**config.mk**
```make
export PLATFORM = sky130hd
export DESIGN_NAME = axi_async_w_arb
export DESIGN_NICKNAME = d
export VERILOG_FILES = /design/src/rtl/axi_async_w_arb_pkg.sv /design/src/rtl/axi_async_w_arb_rr_pick.sv /design/src/rtl/axi_async_w_arb.sv
export SDC_FILE = /design/constraint.sdc
export NUM_CORES = 1
export LEC_CHECK = 0
export ABC_AREA = 0
export BUFFER_PORTS_ARGS = -buffer_cell sky130_fd_sc_hd__buf_2
export CORE_MARGIN = 10
export CORE_UTILIZATION = 30
export DETAILED_ROUTE_END_ITERATION = 12
export GPL_TIMING_DRIVEN = 1
export PLACE_DENSITY = 0.68
export SYNTH_ARGS = -nofsm -noshare
export SYNTH_HDL_FRONTEND = slang
export SYNTH_SLANG_ARGS = --single-unit
```
**constraint.sdc**
```tcl
create_clock -name clka -period 3.5 [get_ports clka]
set_input_delay 0.175 -clock clka [delete_from_list [all_inputs] [get_ports clka]]
set_output_delay 0.175 -clock clka [all_outputs]
set_load 0.02 [all_outputs]
```
**src/rtl/axi_async_w_arb_pkg.sv**
```systemverilog
`default_nettype none
// ============================================================================
// Module   : axi_async_w_arb_pkg
// Brief    : Shared state encoding and sizing helper for the write arbiter.
// Revision : 1.0 - initial release
// ============================================================================
package axi_async_w_arb_pkg;

    localparam logic [0:0] c_idle = 1'b0;
    localparam logic [0:0] c_busy = 1'b1;

    // Ceiling log2; returns 0 for an input of 1.
    function automatic int clog2(input int value);
        int result;
        result = 0;
        for (int v = value - 1; v > 0; v = v >> 1) begin
            result++;
        end
        return result;
    endfunction

endpackage
`default_nettype wire

```
**src/rtl/axi_async_w_arb_rr_pick.sv**
```systemverilog
`default_nettype none
// ============================================================================
// Module   : rr_pick
// Brief    : Round-robin selector, first set request at or above ptr (wrapping).
// Revision : 1.0 - initial release
// ============================================================================
module rr_pick
    import axi_async_w_arb_pkg::*;
#(
    parameter int N  = 4,
    parameter int PW = clog2(N)
) (
    input  logic [N-1:0]  req,
    input  logic [PW-1:0] ptr,
    output logic [PW-1:0] idx,
    output logic          any
);

    logic [2*N-1:0] w_doubled;
    logic [2*N-1:0] w_shifted;
    logic [N-1:0]   w_rot;
    logic [PW-1:0]  w_off;
    logic [PW:0]    w_sum;

    // Rotate so that bit 0 of w_rot is requester ptr; the lowest set bit wins.
    always_comb begin
        w_doubled = {req, req};
        w_shifted = w_doubled >> ptr;
        w_rot     = w_shifted[N-1:0];
        w_off     = '0;
        for (int k = N - 1; k >= 0; k--) begin
            if (w_rot[k]) begin
                w_off = PW'(k);
            end
        end
        w_sum = {1'b0, ptr} + {1'b0, w_off};
        if (w_sum >= (PW+1)'(N)) begin
            w_sum = w_sum - (PW+1)'(N);
        end
        idx = w_sum[PW-1:0];
        any = |req;
    end

endmodule
`default_nettype wire

```
**src/rtl/axi_async_w_arb.sv**
```systemverilog
`default_nettype none
// ============================================================================
// Module   : axi_async_w_arb
// Brief    : Round-robin N:1 write arbiter feeding an async write channel.
// Revision : 1.0 - initial release
// ============================================================================
module axi_async_w_arb
    import axi_async_w_arb_pkg::*;
#(
    parameter int N    = 4,
    parameter int aw   = 4,
    parameter int w    = 32,
    parameter int MAXB = 8
) (
    input  logic           clka,
    input  logic           rst_n,
    input  logic [N-1:0]   s_valid,
    output logic [N-1:0]   s_ready,
    input  logic [N-1:0]   s_last,
    input  logic [N*aw-1:0] s_addr,
    input  logic [N*w-1:0] s_data,
    output logic           wvalida,
    input  logic           wreadya,
    output logic [aw-1:0]  waddra,
    output logic [w-1:0]   wdataa,
    output logic [N-1:0]   grant,
    output logic           busy
);

    localparam int GW = clog2(N);
    localparam int CW = (clog2(MAXB) < 1) ? 1 : clog2(MAXB);
    localparam logic [GW-1:0] c_last_idx = GW'(N - 1);
    localparam logic [CW-1:0] c_cnt_max  = CW'(MAXB - 1);

    logic [0:0]    r_state;
    logic [0:0]    w_next_state;
    logic [GW-1:0] r_g;
    logic [GW-1:0] r_ptr;
    logic [CW-1:0] r_cnt;
    logic [GW-1:0] w_pick_idx;
    logic          w_pick_any;
    logic          w_owner_valid;
    logic          w_owner_last;
    logic          w_beat;
    logic          w_release;

    rr_pick #(
        .N  (N),
        .PW (GW)
    ) u_rr_pick (
        .req (s_valid),
        .ptr (r_ptr),
        .idx (w_pick_idx),
        .any (w_pick_any)
    );

    always_comb begin
        w_owner_valid = 1'b0;
        w_owner_last  = 1'b0;
        for (int i = 0; i < N; i++) begin
            if (r_g == GW'(i)) begin
                w_owner_valid = s_valid[i];
                w_owner_last  = s_last[i];
            end
        end
    end

    // Hitting MAXB releases silently; the requester's next beat re-arbitrates.
    assign w_beat    = (r_state == c_busy) && w_owner_valid && wreadya;
    assign w_release = w_beat && (w_owner_last || (r_cnt == c_cnt_max));

    always_ff @(posedge clka or negedge rst_n) begin
        if (!rst_n) begin
            r_state <= c_idle;
        end else begin
            r_state <= w_next_state;
        end
    end

    always_comb begin
        w_next_state = r_state;
        case (r_state)
            c_idle:  if (w_pick_any) w_next_state = c_busy;
            c_busy:  if (w_release)  w_next_state = c_idle;
            default: w_next_state = c_idle;
        endcase
    end

    always_ff @(posedge clka or negedge rst_n) begin
        if (!rst_n) begin
            r_g   <= '0;
            r_ptr <= '0;
            r_cnt <= '0;
        end else if (r_state == c_idle) begin
            if (w_pick_any) begin
                r_g   <= w_pick_idx;
                r_cnt <= '0;
            end
        end else if (w_beat) begin
            if (w_release) begin
                r_ptr <= (r_g == c_last_idx) ? '0 : r_g + 1'b1;
            end else begin
                r_cnt <= r_cnt + 1'b1;
            end
        end
    end

    always_comb begin
        wvalida = 1'b0;
        waddra  = '0;
        wdataa  = '0;
        s_ready = '0;
        grant   = '0;
        busy    = (r_state == c_busy);
        if (r_state == c_busy) begin
            for (int i = 0; i < N; i++) begin
                if (r_g == GW'(i)) begin
                    wvalida    = s_valid[i];
                    waddra     = s_addr[i*aw +: aw];
                    wdataa     = s_data[i*w +: w];
                    s_ready[i] = wreadya;
                    grant[i]   = 1'b1;
                end
            end
        end
    end

endmodule
`default_nettype wire

```
== After elaboration in Yosys (flattened, before gate mapping) ==
Index checks and enable logic that the tools add are counted.

* Flip-flop bits (word level): 8
* Input port bits: 155
* Logic and storage cells: 69

* Mux-type cells: 42
* $lt $le $gt $ge: 1
* Shift-type cells: 1
* $add $sub $neg: 4
* Equal/unequal tests: 6
* Bitwise logic cells: 1
* Reduce and logical (&&, ||, !) cells: 10

{| class="wikitable"
|+ Operator list
! kind !! number
|-
| two-way mux 32 bit || 5
|-
| two-way mux 4 bit || 7
|-
| two-way mux 1 bit || 19
|-
| two-way mux 2 bit || 6
|-
| two-way mux 3 bit || 4
|-
| right shift 8 x 2 -> 4 bit || 1
|-
| AND reduction 3 bit || 2
|-
| equality test 2 bit (second input constant) || 2
|-
| OR reduction 4 bit || 1
|-
| adder 2 x 2 -> 3 bit || 1
|-
| adder 3 x 1 -> 3 bit (second input constant) || 1
|-
| equality test 3 bit (second input constant) || 1
|-
| greater-or-equal comparator 3 bit (second input constant) || 1
|-
| logical AND 1 bit || 3
|-
| adder 2 x 1 -> 2 bit (second input constant) || 1
|-
| equality test 2 x 1 -> 1 bit (second input constant) || 1
|-
| zero test 2 bit || 1
|-
| != test 2 x 1 -> 1 bit (second input constant) || 1
|-
| != test 2 bit (second input constant) || 1
|-
| one-hot mux 1 bit (2 select lines) || 1
|-
| AND reduction 2 bit || 1
|-
| nonzero test 2 bit || 1
|-
| subtractor 2 x 1 -> 2 bit (second input constant) || 1
|-
| logical OR 1 bit || 1
|-
| inverter 1 bit || 1
|}

== Logic depth before layout (Yosys ltp) ==
Gate-level depths: netlist of the first run.

* Depth in word-level cells: 11
* Mapped depth: 9

== Modules after synthesis ==
A second synthesis of the first run with hierarchy kept.

* Cells, all modules: 364
* Area total of the unflattened synthesis: 2227.1 um^2

{| class="wikitable"
|+ By module, submodules not included
! module !! cells each !! area each (um^2) !! times used !! seq. area each (um^2)
|-
| axi_async_w_arb || 337 || 2048.2 || 1 || 200.2
|-
| rr_pick || 27 || 178.9 || 1 || 0.0
|}

== Least setup slack after synthesis of the first run ==
Ideal clock, no wire load.

* Path type: register -> output
* Start point: reg r_g[0]
* End point: out wdataa[0]
* Stages on the path, launching flop included: 10
* Arrival: 1.822 ns
* Slack: 1.503 ns
* Path buffers: 2
* Data required time: 3.325 ns
* Cells stage by stage: dfrtp_1 inv_1 ha_1 clkbuf_1 buf_1 nand3b_1 a21oi_1 a21oi_1 o21ai_0 and2_1

* Cells in the longest elaborated chain, start to end: 6

{| class="wikitable"
|+ RTL lines
! element !! line !! text
|-
| start: declaration || axi_async_w_arb.sv:37 || <nowiki>logic [GW-1:0] r_g;</nowiki>
|-
| start signal: assignment || axi_async_w_arb.sv:96 || <nowiki>r_g <= w_pick_idx;</nowiki>
|-
| zero test 2 bit || axi_async_w_arb.sv:117 || <nowiki>if (r_g == GW'(i)) begin</nowiki>
|-
| two-way mux 32 bit (3 in a row) || axi_async_w_arb.sv:117 ||
|-
| two-way mux 32 bit (*) || axi_async_w_arb.sv:117 ||
|-
| two-way mux 32 bit (*) || axi_async_w_arb.sv:115 || <nowiki>if (r_state == c_busy) begin</nowiki>
|-
| end: declaration || axi_async_w_arb.sv:25 || <nowiki>output logic [w-1:0] wdataa,</nowiki>
|}

Mark *: on every way between the ends. The rest lies on a longest branch, timed or not.

== Worst setup path after layout of the first run ==
* Start point: reg r_g[0]
* End point: out wdataa[22]

Same word-level chain as after synthesis.

==> flow_summary.toml, run 1 <==
[sta]
tns_ps = 0
min_period_ps = 2772
finalSetupViolations = 0
fin_crit_sh = 0.7921
slew_headroom = 0.3668
fmax_mhz = 360.7
fin_ws_ps = 727.8
hold_viol_final = 0
finalClockSkew_ps = 2.863
tightest_slew_ps = 949.7
rsz0062_at_grt = "no"
slew_violations = 0

[clock_tree]
cts_tree = "yes"
clock_sinks = 8
clkTransAtPathRegs_ps = 40
post_cts_buffers = 0
htree_levels = 1
cts-root-buf = "clkbuf_8"
clk_latency_ps = 230
cts.path.max_buffers = 2
post_cts_resized = 0
numCtsBuffers = 3

[floorplanning]
dieWidth_um = 104.5
std_cell_rows = 30
die-height_um = 104.5
core_area_mm2 = 0.006869
die_area_mm2 = 0.01092
io_pins = 201
start_util = 0.3117

[global_route]
grt_pass1_wl_um = 14960
antenna_found_initial = 0
grt_usage = 0.1579
grt_pass1_vias = 3160
grt_max_degree = 56
grt_overflow_total = 0

[pwr]
power_mw = 2.977
ir_drop_uv = 364.2
p_leak_nw = 1.557
cellPowerDensity_mw_per_mm2 = 927.2

[critical_path]
critPathLaunchType = "flip-flop"
worstPathArrival_ps = 2600
crit_path_end_kind = "output pin"
critical_path_class = "flip-flop to output pin"
required_ps = 3320
path_max_fanout = 25

[synthesis]
synth_compound_area_frac = 0.3133
synthCells = 361
synth_seq_area_share = 0.09351
ys_ff_latch = 8
synth_xor_area_frac = 0.004091
synth_edf_count = 0
synth_fa_ha_area_frac = 0.04559
synthSimpleGateAreaFrac = 0.4553
netlist_area_mm2 = 0.002141
synth_top_family_by_area = "simple AND/OR/NAND/NOR gates"
synth.area.top_cells = "a21oi_1, nand2_1, nand3b_1, and2_1, dfrtp_1"
synth_flop_cell = "dfrtp_1"
synthArstFlopShare = 1.000
syn-mean-instance-area_um2 = 5.930
muxShareOfSynthArea = 0.01052
synth_top_area_share = 0.1730
yosysTopAreaCell = "a21oi_1"
syn_nets = 523
yosysWarningCount = 0
synth_cell_types = 34

[placed_design]
place_ws_ps = 931.6
dp_hpwl_um = 7642
placed_area_mm2 = 0.003159
dp_cells = 627
portBuffers = 200
gp_congestion = 0.8286

[final_layout]
final_cell_count_no_fill = 631
register_area_um2 = 200.2
layout-drive-gt1-share = 0.4075
area_growth_pct = 49.97
multiInputGateArea_mm2 = 0.001782
layout.nets = 699
mostFrequentLayoutCells = "buf_2, a21oi_1, nand2_1, and2_1, o21ai_0"
fin_area_mm2 = 0.003211
antennaDiodeCount = 0
layout_commonest_cell = "buf_2"
num-fill-cells = 771

[flow_run]
cap_violations = 0

[detailed_routing]
drt-total-wl_um = 9379
post-route-drc-count = 0
avgViaCountPerCell = 4.954
drt_iter0_drc = 84
wire_per_inst_um = 14.86
first_pass_iters = 5
antenna_left = 0
via_count = 3126

[outcome]
outcome = "finished, final reports clean"

[worst_hold_path]
hold_path_class = "input port to async pin"
## registers in the layout (all words and copies together) (netlist names)
register	cells
r_ptr	2
r_g	2
busy	1
r_cnt	3
## synth_stat cells (3+ instances only)
master    instances
a21oi_1          74
a221oi_1          3
and2_1           38
and3_1            4
clkbuf_1         30
dfrtp_1           8
ha_1              7
inv_1             5
nand2_1          72
nand3_1           3
nand3b_1         36
nor2_1            6
nor2b_1          10
nor3_1            4
o21ai_0          37
## area by class of cell
class | instances | share of cell area
Timing Repair Buffer | 206 | 0.3266
Inverter | 5 | 0.005846
Multi-Input combinational cell | 313 | 0.5549
Tap cell | 96 | 0.03741
Clock buffer | 3 | 0.01286
Sequential cell | 8 | 0.06235
## per-layer routing
layer  GRT usage  share of wire
met4     0.02087         0.0063
met3     0.05390           0.10
met2      0.2874           0.50
met5           0              0
met1      0.1757           0.40
## where the power goes
| group | switching (mW) | internal [mW] | total, mW |
|---|---|---|---|
| Combinational | 1.61 | 1.03 | 2.64 |
| Sequential | 0.0874 | 0.136 | 0.223 |
| Clock | 0.0359 | 0.0745 | 0.110 |
## worst paths after layout
check | startpoint | endpoint | slack, ps | depth (start not counted)
max in group asynchronous | rst_n | r_g[1] | 3010 | 2
worst min register to register | r_cnt[1] | r_cnt[1] | 510 | 1
worst max-delay path | r_g[0] | wdataa[22] | 730 | 9
worst max register to register | r_g[0] | r_cnt[2] | 950 | 7
min in group clka | wreadya | busy | 450 | 3
worst min-delay path | rst_n | r_g[0] | 320 | 2
## repair_timing
item / in CTS / in global routing
endpoints found under the hold margin: 8 / 0
hold buffers: 1 / 0
endpoints found under the setup margin: 0 / 0
## kinds of logic after synthesis
logic type | Yosys count
AO/OA/AOI/OAI | 123
XOR/XNOR | 1
adder cells (fa/ha/maj) | 8
buffers and inverters | 40
flip-flops | 8
multiplexers | 2
AND/OR/NAND/NOR | 179
## worst max-delay path, cell delays in order, from the launching register on
cell and delay, ps:
dfrtp_1 410, inv_1 110, ha_1 740, buf_4 330
nand3b_1 90, a21oi_1 160, a21oi_1 50, o21ai_0 170
and2_1 140, buf_2 160
## metrics by stage
stage / hold slack (ps) / utilization
after global placement: 20.43 / 0.4599
final: 322.7 / 0.4674
after floorplan: -120.6 / -
after detailed placement: 24.50 / 0.4599
after global routing: 349.0 / 0.4674
after CTS: 337.7 / 0.4674
(Power assumes the default switching activity.)
==> run 2: changes to the inputs <==
--- a/config.mk
+++ b/config.mk
@@ -5,13 +5,13 @@
 export SDC_FILE = /design/constraint.sdc
 export NUM_CORES = 1
 export LEC_CHECK = 0
-export ABC_AREA = 0
+export ABC_AREA = 1
 export BUFFER_PORTS_ARGS = -buffer_cell sky130_fd_sc_hd__buf_2
 export CORE_MARGIN = 10
 export CORE_UTILIZATION = 30
 export DETAILED_ROUTE_END_ITERATION = 12
 export GPL_TIMING_DRIVEN = 1
-export PLACE_DENSITY = 0.68
+export PLACE_DENSITY = 0.73
 export SYNTH_ARGS = -nofsm -noshare
 export SYNTH_HDL_FRONTEND = slang
 export SYNTH_SLANG_ARGS = --single-unit
==> constraint.sdc (replaced) <==
create_clock -name clka -period 2.6 [get_ports clka]
set_input_delay 0.13 -clock clka [delete_from_list [all_inputs] [get_ports clka]]
set_output_delay 0.13 -clock clka [all_outputs]
set_load 0.02 [all_outputs]
==> run 2 against run 1 <==
- sequential share of layout area grew 0.72 points
- die area is 14% lower
- worst hold slack worse by 69 ps
- cell area decreased by 10%
- global-route usage grew 3.5 points
- first-iteration DRC count increased by 52%
- clock power rose by 35%
- critical path type unchanged
==> flow_summary.toml, run 2 <==
[detailed_routing]
antenna_left = 0
first_pass_iters = 5
post-route-drc-count = 0
via_count = 3019
drt_iter0_drc = 128
avgViaCountPerCell = 5.306
drt-total-wl_um = 10060
wire_per_inst_um = 17.67

[critical_path]
cpPeakStageDelay_ps = 400
worstPathArrival_ps = 2160
worst_path_max_delay_cell = "dfrtp_1"
critPathLaunchType = "flip-flop"
path_buf_inv = 4
critical_path_class = "flip-flop to output pin"
worstSetupStartpoint = "r_g[0]"
crit_path_end_kind = "output pin"
rr_startpoint = "r_g[1]"
rrSetupSlack_ps = 490
required_ps = 2470
critical_path.top_delay_family = "buffers and inverters"
path_max_fanout = 24
path_cells = "inv_1 > ha_1 > inv_1 > nor2_4 > buf_12 > a22oi_1 > o21ai_0 > o21ai_0 > nor2_1 > buf_2"

[final_layout]
mostFrequentLayoutCells = "buf_2, nand2_1, o21ai_0, a21oi_1, a22oi_1"
antennaDiodeCount = 0
layout.nets = 661
num-fill-cells = 588
fin_area_mm2 = 0.002878
layout_commonest_cell = "buf_2"
top_regs = "r_cnt (3), r_g (2), r_ptr (2)"
largest_reg_flops = 3
multiInputGateArea_mm2 = 0.001386
top_register = "r_cnt"
area_growth_pct = 61.74
layout-drive-gt1-share = 0.4346
register_area_um2 = 200.2

[synthesis]
synthCells = 312
netlist_area_mm2 = 0.001779
synth.most_common_cell = "nand2_1"
synth_top_area_share = 0.1632
synth.area.top_cells = "o21ai_0, nand2_1, a22oi_1, dfrtp_1, a21oi_1"
yosysWarningCount = 0
synth_seq_area_share = 0.1125
synth_cell_types = 27
synthArstFlopShare = 1.000
syn-mean-instance-area_um2 = 5.703
syn_nets = 474
synth_flop_cell = "dfrtp_1"
yosysTopAreaCell = "o21ai_0"
synth_common_cells = "nand2_1, o21ai_0, a21oi_1, a22oi_1"
ys_ff_latch = 8
synth_edf_count = 0

[clock_tree]
htree_levels = 1
postCtsHoldBufs = 1
post_cts_resized = 0
cts.path.max_buffers = 2
clk_latency_ps = 230
clkTransAtPathRegs_ps = 40
post_cts_buffers = 0
cts_tree = "yes"
numCtsBuffers = 3
cts-root-buf = "clkbuf_8"
clock_sinks = 8

[global_route]
grt_pass1_wl_um = 15410
grt_usage = 0.1925
grt_pass1_vias = 2874
grt_overflow_total = 0
antenna_found_initial = 0
grt_max_degree = 45

[sta]
rsz0062_at_grt = "no"
min_period_ps = 2288
finalSetupViolations = 0
hold_viol_final = 0
fmax_mhz = 437.1
slew_headroom = 0.4781
fin_crit_sh = 0.8799
tightest_slew_ps = 782.8
finalClockSkew_ps = 1.269
slew_violations = 0
tns_ps = 0

[pwr]
p_leak_nw = 1.689
ir_drop_uv = 846.7
cellPowerDensity_mw_per_mm2 = 1343

[floorplanning]
dieWidth_um = 97.01
core_area_mm2 = 0.005642
io_pins = 201
start_util = 0.3154
die-height_um = 97.01
die_area_mm2 = 0.009411
std_cell_rows = 27

[placed_design]
gp_congestion = 0.9520
portBuffers = 200
dp_hpwl_um = 8428
placed_area_mm2 = 0.002826

[worst_hold_path]
worstHoldStart = "s_last[3]"
hold_path_class = "input port to flip-flop"

[flow_run]
cap_violations = 0

[outcome]
outcome = "finished, final reports clean"
run 2: cell count changes after synthesis, moves of 10 or more:
cell | before | now
a22oi_1 | 0 | 28
nand3_1 | 3 | 13
nand3b_1 | 36 | 0
inv_1 | 5 | 16
o21ai_0 | 37 | 58
nor2b_1 | 10 | 0
nor2_1 | 6 | 16
and2_1 | 38 | 0
a21oi_1 | 74 | 33
clkbuf_1 | 30 | 14
run 2: layout make-up:
type / instances / share of cell area
multi-input combinational: 259 / 0.4817
timing repair buffer: 208 / 0.3783
sequential: 8 / 0.06957
tap: 72 / 0.03130
inverter: 19 / 0.02478
clock buffer: 3 / 0.01435
run 2: kinds of logic after synthesis:
family | count (synthesis) | share of synthesized area
AO/OA/AOI/OAI | 141 | 0.4705
AND/OR/NAND/NOR | 111 | 0.2595
buffers and inverters | 45 | 0.1083
flip-flops | 8 | 0.1125
adder cells (fa/ha/maj) | 7 | 0.04922
run 2: worst reg2reg max path, cell delays in order, from the launching register on:
cell     delay (ps)
dfrtp_1         410
inv_1           100
ha_1            210
buf_4           410
a21o_1          150
nand3_1          80
nand2_1         100
nand3_1         120
inv_2           120
nand2_2         120
nor2_1          120
a21oi_1          50
run 2: power by group:
group | internal [mW] | leakage, nW | total [mW] | switching, mW
sequential | 0.181 | 0.0967 | 0.275 | 0.0942
combinational | 1.20 | 1.57 | 3.44 | 2.24
clock | 0.100 | 0.0216 | 0.149 | 0.0484
run 2: worst paths after layout:
path | endpoint | cells after the start
setup reg to reg | r_ptr[1] | 11
setup / recovery | wdataa[31] | 10
hold / removal | busy | 4
min in group asynchronous | busy | 2
hold reg to reg | r_cnt[1] | 2
max in group asynchronous | r_ptr[1] | 2
run 2: layer usage:
metal,vias up,share of wire,global-route usage
met5,-,0,0
met4,0,0.016,0.04735
met3,12,0.093,0.04684
met2,178,0.50,0.3517
met1,1344,0.39,0.2162
li1,1485,-,-
run 2: per-stage QoR:
stage / power [mW] / hold WS, ps / setup WS, ps / instances / utilization
5_1_grt: 4.222 / 299.0 / 103.8 / 569 / 0.5101
3_5_place_dp: 3.719 / -20.34 / 536.0 / 565 / 0.5010
3_3_place_gp: 3.677 / -24.69 / 584.2 / 565 / 0.5010
6_report: 3.865 / 253.4 / 312.2 / 569 / 0.5101
2_1_floorplan: 2.621 / -165.6 / 696.3 / 312 / -
4_1_cts: 3.886 / 250.1 / 318.5 / 569 / 0.5101
==> run 3: changes to the inputs <==
==> constraint.sdc (replaced) <==
create_clock -name clka -period 2.53 [get_ports clka]
set_input_delay 0.1265 -clock clka [delete_from_list [all_inputs] [get_ports clka]]
set_output_delay 0.1265 -clock clka [all_outputs]
set_load 0.02 [all_outputs]
==> run 3 against run 2 <==
- cell area is essentially flat
- non-clock buffer count rose by 2
- final cell count grew 0.35%
- register-to-register slack gained 100 ps
- wire length down 0.65%
- setup slack improved by 48 ps
==> flow_summary.toml, run 3 (same netlist as run 2, synthesis figures left out) <==
[sta]
slew_headroom = 0.6104
rsz0062_at_grt = "no"
finalSetupViolations = 0
hold_viol_final = 0
tightest_slew_ps = 579.1
slew_violations = 0
min_period_ps = 2170
finalClockSkew_ps = 3.664
fmax_mhz = 460.9
tns_ps = 0
fin_crit_sh = 0.8576

[global_route]
grt_max_degree = 40
grt_pass1_wl_um = 15550
grt_pass1_vias = 2982
grt_overflow_total = 0
grt_usage = 0.1938
antenna_found_initial = 0

[detailed_routing]
drt-total-wl_um = 9991
wl_met3_um = 1015
avgViaCountPerCell = 5.282
wl_met2_um = 4876
wire_per_inst_um = 17.50
via_count = 3016
drt_iter0_drc = 185
wl_met1_um = 3818
highest_layer = "met4"
first_pass_iters = 5
post-route-drc-count = 0
antenna_left = 0

[pwr]
p_leak_nw = 1.694
ir_drop_uv = 695.6
cellPowerDensity_mw_per_mm2 = 1375

[critical_path]
path_max_fanout = 22
crit_path_end_kind = "output pin"
r2r_cells = 13
critical_path_class = "flip-flop to output pin"
cpPeakStageDelay_ps = 390
worstSetupStartpoint = "r_g[0]"
rr_startpoint = "r_g[0]"
path_cells = "inv_1 > ha_1 > inv_1 > nor2_4 > buf_4 > a22oi_1 > o21ai_0 > o21ai_0 > nor2_1 > buf_2"
worstPathArrival_ps = 2040
rrSetupSlack_ps = 590
worst_path_max_delay_cell = "dfrtp_1"
critPathLaunchType = "flip-flop"
required_ps = 2400

[clock_tree]
cts.path.max_buffers = 2
post_cts_resized = 0
clkTransAtPathRegs_ps = 40
numCtsBuffers = 3
clk_latency_ps = 230
post_cts_buffers = 0
cts_tree = "yes"
cts-root-buf = "clkbuf_8"
htree_levels = 1
postCtsHoldBufs = 1
clock_sinks = 8

[final_layout]
top_regs = "r_cnt (3), r_g (2), r_ptr (2)"
layout.nets = 663
antennaDiodeCount = 0
num-fill-cells = 600
layout-drive-gt1-share = 0.4369
layout_commonest_cell = "buf_2"
area_growth_pct = 61.88
mostFrequentLayoutCells = "buf_2, nand2_1, o21ai_0, a21oi_1, a22oi_1"
top_register = "r_cnt"
largest_reg_flops = 3
fin_area_mm2 = 0.002880

[floorplanning]
start_util = 0.3154
core_area_mm2 = 0.005642
dieWidth_um = 97.01
die-height_um = 97.01
std_cell_rows = 27
die_area_mm2 = 0.009411
io_pins = 201

[placed_design]
portBuffers = 200
gp_congestion = 0.9346
dp_hpwl_um = 8485
placed_area_mm2 = 0.002829

[flow_run]
cap_violations = 0

[outcome]
outcome = "finished, final reports clean"

[worst_hold_path]
hold_path_class = "input port to async pin"
## run 3: critical path, delay by kind of cell (launching register included)
family                   cells  cell delay [ps]
adder cells (fa/ha/maj)      1              220
buffers and inverters        4              630
flip-flops                   1              390
AND/OR/NAND/NOR              2              190
AO/OA/AOI/OAI                3              380
## run 3: final timing paths
| kind | to |
|---|---|
| max in group asynchronous | r_ptr[0] |
| setup reg to reg | r_cnt[1] |
| setup / recovery | wdataa[31] |
| min in group clka | busy |
| hold reg to reg | r_cnt[2] |
| hold / removal | r_cnt[2] |
## run 3: area by class of cell
type	count	area, um^2	share of cell area
clock buffer	3	41.29	0.01434
tap	72	90.09	0.03128
sequential	8	200.2	0.06950
inverter	19	71.32	0.02476
multi-input combinational	259	1386	0.4813
timing repair buffer	210	1091	0.3788
## run 3: metrics by stage
stage                     power, mW  hold slack, ps  std cells  utilization  worst slack [ps]
after detailed placement      3.808          -23.03        567       0.5014             611.8
final                         3.960           265.3        571       0.5105             360.2
after CTS                     3.979           255.4        571       0.5105             358.1
after floorplan               2.693          -169.1        312            -             629.8
after global routing          4.339           284.4        571       0.5105             198.4
after global placement        3.759          -28.53        567       0.5014             677.5
## run 3: where the power goes
part           switching, mW  leakage (nW)  total, mW  internal (mW)
combinational           2.33          1.58       3.55           1.23
clock                 0.0490        0.0216      0.152          0.103
sequential            0.0677        0.0967      0.254          0.187
total                   2.44          1.69       3.96           1.52
## run 3: metal layers
layer,vias to the layer above,track usage
met5,-,0
met4,0,0.07441
met3,20,0.05465
met2,167,0.3318
met1,1338,0.2214
li1,1491,-
